### src/rtl/ch_arb_pkg.sv
// Shared types and helpers for the channel round-robin arbiter.
package ch_arb_pkg;

    typedef enum logic [1:0] {
        IDLE    = 2'd0,
        GRANT   = 2'd1,
        RELEASE = 2'd2
    } arb_state_e;

    localparam int N_CH_DEF     = 16;
    localparam int MAX_HOLD_DEF = 255;

    // Widest one-hot vector onehot2idx accepts; callers zero-extend into it.
    localparam int ONEHOT_MAX   = 64;
    localparam int ONEHOT_IDX_W = 6;

    // Binary index of the set bit of a one-hot vector (0 when the vector is empty).
    function automatic logic [ONEHOT_IDX_W-1:0] onehot2idx(input logic [ONEHOT_MAX-1:0] oh);
        logic [ONEHOT_IDX_W-1:0] r;
        r = '0;
        for (int i = 0; i < ONEHOT_MAX; i++) begin
            if (oh[i]) begin
                r = r | ONEHOT_IDX_W'(i);
            end
        end
        return r;
    endfunction

endpackage

### src/rtl/ch_rr_arbiter_rr_pick.sv
// Combinational round-robin picker: first requester at or above ptr, wrapping.
module rr_pick
    import ch_arb_pkg::*;
#(
    parameter int N_CH  = N_CH_DEF,
    parameter int IDX_W = $clog2(N_CH)
) (
    input  logic [N_CH-1:0]  req,
    input  logic [IDX_W-1:0] ptr,
    output logic             found,
    output logic [IDX_W-1:0] idx,
    output logic [N_CH-1:0]  onehot
);

    logic [N_CH-1:0] rot;
    logic [N_CH-1:0] sel;

    // Modular add that keeps the result inside 0..N_CH-1 for any N_CH.
    function automatic logic [IDX_W-1:0] wrap_add(input logic [IDX_W-1:0] a,
                                                  input logic [IDX_W-1:0] b);
        logic [IDX_W:0] s;
        s = {1'b0, a} + {1'b0, b};
        if (s >= (IDX_W+1)'(N_CH)) begin
            s = s - (IDX_W+1)'(N_CH);
        end
        return s[IDX_W-1:0];
    endfunction

    // Rotate right by ptr so the search start lands on bit 0, take lowest set bit, rotate back.
    always_comb begin
        rot    = '0;
        onehot = '0;
        for (int i = 0; i < N_CH; i++) begin
            rot[i] = req[wrap_add(IDX_W'(i), ptr)];
        end
        sel = rot & (~rot + N_CH'(1));
        for (int i = 0; i < N_CH; i++) begin
            onehot[wrap_add(IDX_W'(i), ptr)] = sel[i];
        end
        found = |req;
        idx   = IDX_W'(onehot2idx(ONEHOT_MAX'(onehot)));
    end

endmodule

### src/rtl/ch_rr_arbiter.sv
// Round-robin arbiter handing one channel resource to N_CH requesters with a
// registered one-hot grant, a one-cycle guard gap between owners and an
// optional hold-time limit.
module ch_rr_arbiter
    import ch_arb_pkg::*;
#(
    parameter int N_CH     = N_CH_DEF,
    parameter int MAX_HOLD = MAX_HOLD_DEF,
    parameter int IDX_W    = $clog2(N_CH),
    parameter int CNT_W    = (MAX_HOLD < 1) ? 1 : $clog2(MAX_HOLD + 1)
) (
    input  logic             clk_i,
    input  logic             rst_i,
    input  logic             enable_i,
    input  logic [N_CH-1:0]  req_i,
    input  logic             done_i,
    output logic [N_CH-1:0]  gnt_o,
    output logic             gnt_valid_o,
    output logic [IDX_W-1:0] gnt_idx_o,
    output logic             timeout_o
);

    localparam int               HOLD_LAST = (MAX_HOLD > 0) ? MAX_HOLD - 1 : 0;
    localparam logic [CNT_W-1:0] CNT_LAST  = CNT_W'(HOLD_LAST);
    localparam logic [CNT_W-1:0] CNT_MAX   = CNT_W'(MAX_HOLD);
    localparam logic             HOLD_EN   = (MAX_HOLD != 0);

    arb_state_e       state_reg;
    logic [N_CH-1:0]  gnt_reg;
    logic [IDX_W-1:0] idx_reg;
    logic [IDX_W-1:0] ptr_reg;
    logic [CNT_W-1:0] cnt_reg;
    logic             timeout_reg;

    logic             pick_found;
    logic [IDX_W-1:0] pick_idx;
    logic [N_CH-1:0]  pick_onehot;

    logic             rel_abort;
    logic             rel_timeout;
    logic             rel_any;
    logic [IDX_W-1:0] ptr_next;

    rr_pick #(
        .N_CH  (N_CH),
        .IDX_W (IDX_W)
    ) u_pick (
        .req    (req_i),
        .ptr    (ptr_reg),
        .found  (pick_found),
        .idx    (pick_idx),
        .onehot (pick_onehot)
    );

    // Release conditions for the current owner and the pointer just past it.
    always_comb begin
        rel_abort   = ~req_i[idx_reg];
        rel_timeout = HOLD_EN && (cnt_reg == CNT_LAST);
        rel_any     = done_i || rel_abort || rel_timeout;
        ptr_next    = (idx_reg == IDX_W'(N_CH - 1)) ? '0 : idx_reg + IDX_W'(1);
    end

    // Arbitration FSM with registered grant, index, pointer, hold counter and timeout pulse.
    always_ff @(posedge clk_i) begin
        if (rst_i) begin
            state_reg   <= IDLE;
            gnt_reg     <= '0;
            idx_reg     <= '0;
            ptr_reg     <= '0;
            cnt_reg     <= '0;
            timeout_reg <= 1'b0;
        end else begin
            timeout_reg <= 1'b0;
            case (state_reg)
                IDLE, RELEASE: begin
                    if (enable_i && pick_found) begin
                        gnt_reg   <= pick_onehot;
                        idx_reg   <= pick_idx;
                        cnt_reg   <= '0;
                        state_reg <= GRANT;
                    end else begin
                        state_reg <= IDLE;
                    end
                end
                GRANT: begin
                    if (cnt_reg < CNT_MAX) begin
                        cnt_reg <= cnt_reg + CNT_W'(1);
                    end
                    if (rel_any) begin
                        gnt_reg     <= '0;
                        ptr_reg     <= ptr_next;
                        state_reg   <= RELEASE;
                        timeout_reg <= ~done_i & ~rel_abort & rel_timeout;
                    end
                end
                default: begin
                    gnt_reg   <= '0;
                    state_reg <= IDLE;
                end
            endcase
        end
    end

    assign gnt_o       = gnt_reg;
    assign gnt_valid_o = |gnt_reg;
    assign gnt_idx_o   = idx_reg;
    assign timeout_o   = timeout_reg;

endmodule

### config.mk
export PLATFORM = sky130hd
export DESIGN_NAME = ch_rr_arbiter
export DESIGN_NICKNAME = d
export VERILOG_FILES = /design/src/rtl/ch_arb_pkg.sv /design/src/rtl/ch_rr_arbiter_rr_pick.sv /design/src/rtl/ch_rr_arbiter.sv
export SDC_FILE = /design/constraint.sdc
export NUM_CORES = 1
export LEC_CHECK = 0
export CAP_MARGIN = 40
export CORE_MARGIN = 8
export CORE_UTILIZATION = 40
export DETAILED_ROUTE_END_ITERATION = 8
export SYNTH_ARGS = -nofsm -noshare
export SYNTH_HDL_FRONTEND = slang
export SYNTH_SLANG_ARGS = --single-unit
### constraint.sdc
create_clock -name clk_i -period 10 [get_ports clk_i]
set_input_delay 1.5 -clock clk_i [delete_from_list [all_inputs] [get_ports clk_i]]
set_output_delay 1.5 -clock clk_i [all_outputs]
set_load 0.03 [all_outputs]
==> impl_metrics.yaml <==
placement:
  port_buffers: 41
  hpwl_um: 27700
  gp_congestion: 1.06
global_route:
  grt_max_degree: 37
  groute.usage.overall: 0.338
  grt-ovfl-total: 0
  antenna_found_initial: 0
  grt_pass1_wl_um: 55800
  grt_pass1_vias: 8614
clock_tree:
  clock_latency_ps: 270
  clkSlewWorstSetupHoldPaths_ps: 50
  cts_buffer_depth: 2
  hold_buffers: 0
  ctsResizeCount: 0
  numCtsBuffers: 5
  cts_tree: "done"
  cts_setup_buffers: 0
  cts.sinks: 35
  cts-root-buf: "clkbuf_16"
  htree_num_levels: 2
setup_path:
  start_kind: "input pin"
  crit_arrival_ps: 6730
  cp_data_required_time_ps: 10170
  crit_path_max_fanout: 9
  cp-end-kind: "flip-flop"
  crit_type: "in2reg"
finish:
  final_nets: 1066
  drive_gt1_frac: 0.106
  syn_to_final_growth_pct: 13.7
  largest_register_ffs: 16
  diodes: 0
sta:
  rsz0062_at_grt: "no"
  hold_violations: 0
  slew_headroom: 0.318
  finalCritPeriodShare: 0.656
  period_needed_ps: 6560
  setup_violations: 0
  fin_tns_setup_ps: 0
  fin_worst_skew_ps: 2.91
  timing.fmax_ghz: 0.153
  worst_slew_pin_slew_ps: 1020
  timing.final.max_slew_violations: 0
die:
  fp.coreArea_um2: 17100
  die_h_um: 147
  initial_core_util: 0.402
  die-area_um2: 21600
  die_x_um: 147
  ios: 42
  rows: 48
yosys:
  yosys_warnings: 0
  synth_top_area_share: 0.102
  synth_top_flop_cell: "dfxtp_1"
  synthTopCellsByCount: "nor2_1, nand2_1, a21oi_1"
  async_flop_share: 0
  synth.avg_cell_area_um2: 6.81
  synthesis.area_um2: 6860
  yosysUniqueCellTypes: 81
  synthCells: 1007
  post-synth-top-count-cell: "nor2_1"
  synth_area_leader_cell: "dfxtp_1"
  synth_edf_count: 0
  mappedNetlistNets: 1046
  ys_top_cells_by_area: "dfxtp_1, nor2_1, mux4_2, nand2_1, mux2i_1"
  ys_seq_area_frac: 0.102
  ys_ff_latch: 35
route:
  vias: 9182
  routedWlPerCell_um: 30.5
  antenna_left: 0
  drt-pass1-iter-count: 8
  wl_um: 38100
  viasPerCell: 7.33
  drtIter0Drc: 1423
  drc: 0
pwr:
  vdd_drop_max_uv: 114
  power.leakage_nw: 2.71
  power_mw: 1.32
  powerDensity_nw_per_um2: 169
worst_hold_path:
  hp-class: "reg2reg"
flow_run:
  maxCapViolations: 0
run_status:
  outcome: "complete, no violations"
==> where the power goes <==
part | total (mW) | switching [mW] | internal [mW]
combinational | 0.992 | 0.675 | 0.317
clock | 0.151 | 0.0542 | 0.0971
sequential | 0.174 | 0.0206 | 0.154
total | 1.32 | 0.750 | 0.568
==> critical path, cell delays in order <==
cell,delay [ps]
clkdlybuf4s50_1,540
mux4_1,720
mux4_2,550
or4_4,580
or4_4,650
nor4_4,600
buf_4,310
o21ai_1,90
o21ai_0,650
nor2_1,190
a311oi_1,320
==> cells by family after synthesis <==
family / count (synthesis) / share of synthesized area
flip-flops: 35 / 0.102
multiplexers: 63 / 0.148
AND/OR/NAND/NOR: 494 / 0.340
adder cells (fa/ha/maj): 19 / 0.0347
AO/OA/AOI/OAI: 290 / 0.297
buffers and inverters: 85 / 0.0500
XOR/XNOR: 21 / 0.0279
==> final timing paths <==
kind | depth (start not counted) | from | end | slack [ps]
setup / recovery | 11 | req_i[4] | gnt_idx_o[3] | 3440
hold / removal | 2 | gnt_o[15] | gnt_o[15] | 490
hold reg to reg | 2 | gnt_o[15] | gnt_o[15] | 490
setup reg to reg | 13 | ptr_reg[0] | gnt_idx_o[3] | 3890
==> per-layer routing <==
layer,track usage,vias up,routed length (um)
met5,0,-,0
met3,0.0944,211,4970
li1,-,3904,-
met4,0.209,0,2600
met2,0.504,744,16200
met1,0.425,4323,14300
==> per-stage QoR <==
stage / instance area [um2] / cells / utilization / setup slack [ps] / hold slack, ps
2_1_floorplan: 6860 / 1007 / - / 4600 / 505
3_3_place_gp: 7590 / 1239 / 0.445 / 3330 / 478
3_5_place_dp: 7650 / 1245 / 0.449 / 3350 / 476
4_1_cts: 7800 / 1252 / 0.457 / 3630 / 496
5_1_grt: 7800 / 1252 / 0.457 / 3410 / 529
6_report: 7800 / 1252 / 0.457 / 3440 / 490
==> cell type report <==
class	count	area, um2
fill	1796	9260
multi-input combinational	887	5880
timing repair buffer	81	727
sequential	35	701
tap	225	282
clock buffer	6	139
inverter	17	63.8
clock inverter	1	5.00
==> cells in the final DEF, fill, tap and decap left out, drive strengths merged, types with 4 or more instances in the layout <==
master         Yosys  final
a211oi            20     20
a21oi             56     56
a221oi            13     13
a22o               5      5
a22oi             19     19
a311oi             8      8
a31oi             22     22
a32oi              4      4
a41oi              5      5
and2               6      6
and3              10     10
buf               17     40
clkbuf            51      6
clkdlybuf4s50      0     41
dfxtp             35     35
ha                19     19
inv               17     17
mux2               7      7
mux2i             28     28
mux4              28     28
nand2            119    119
nand2b            13     13
nand3             52     52
nand4             13     13
nor2             168    168
nor2b             14     14
nor3              45     45
nor4              30     30
o211ai            19     19
o21ai             49     49
o221ai             9      9
o22ai             11     11
o311ai            11     11
o31ai              8      8
or2                4      4
or3                6      6
or4                5      5
xnor2             13     13
xor2               8      8
Note: power is estimated with default switching activity, not from simulation.
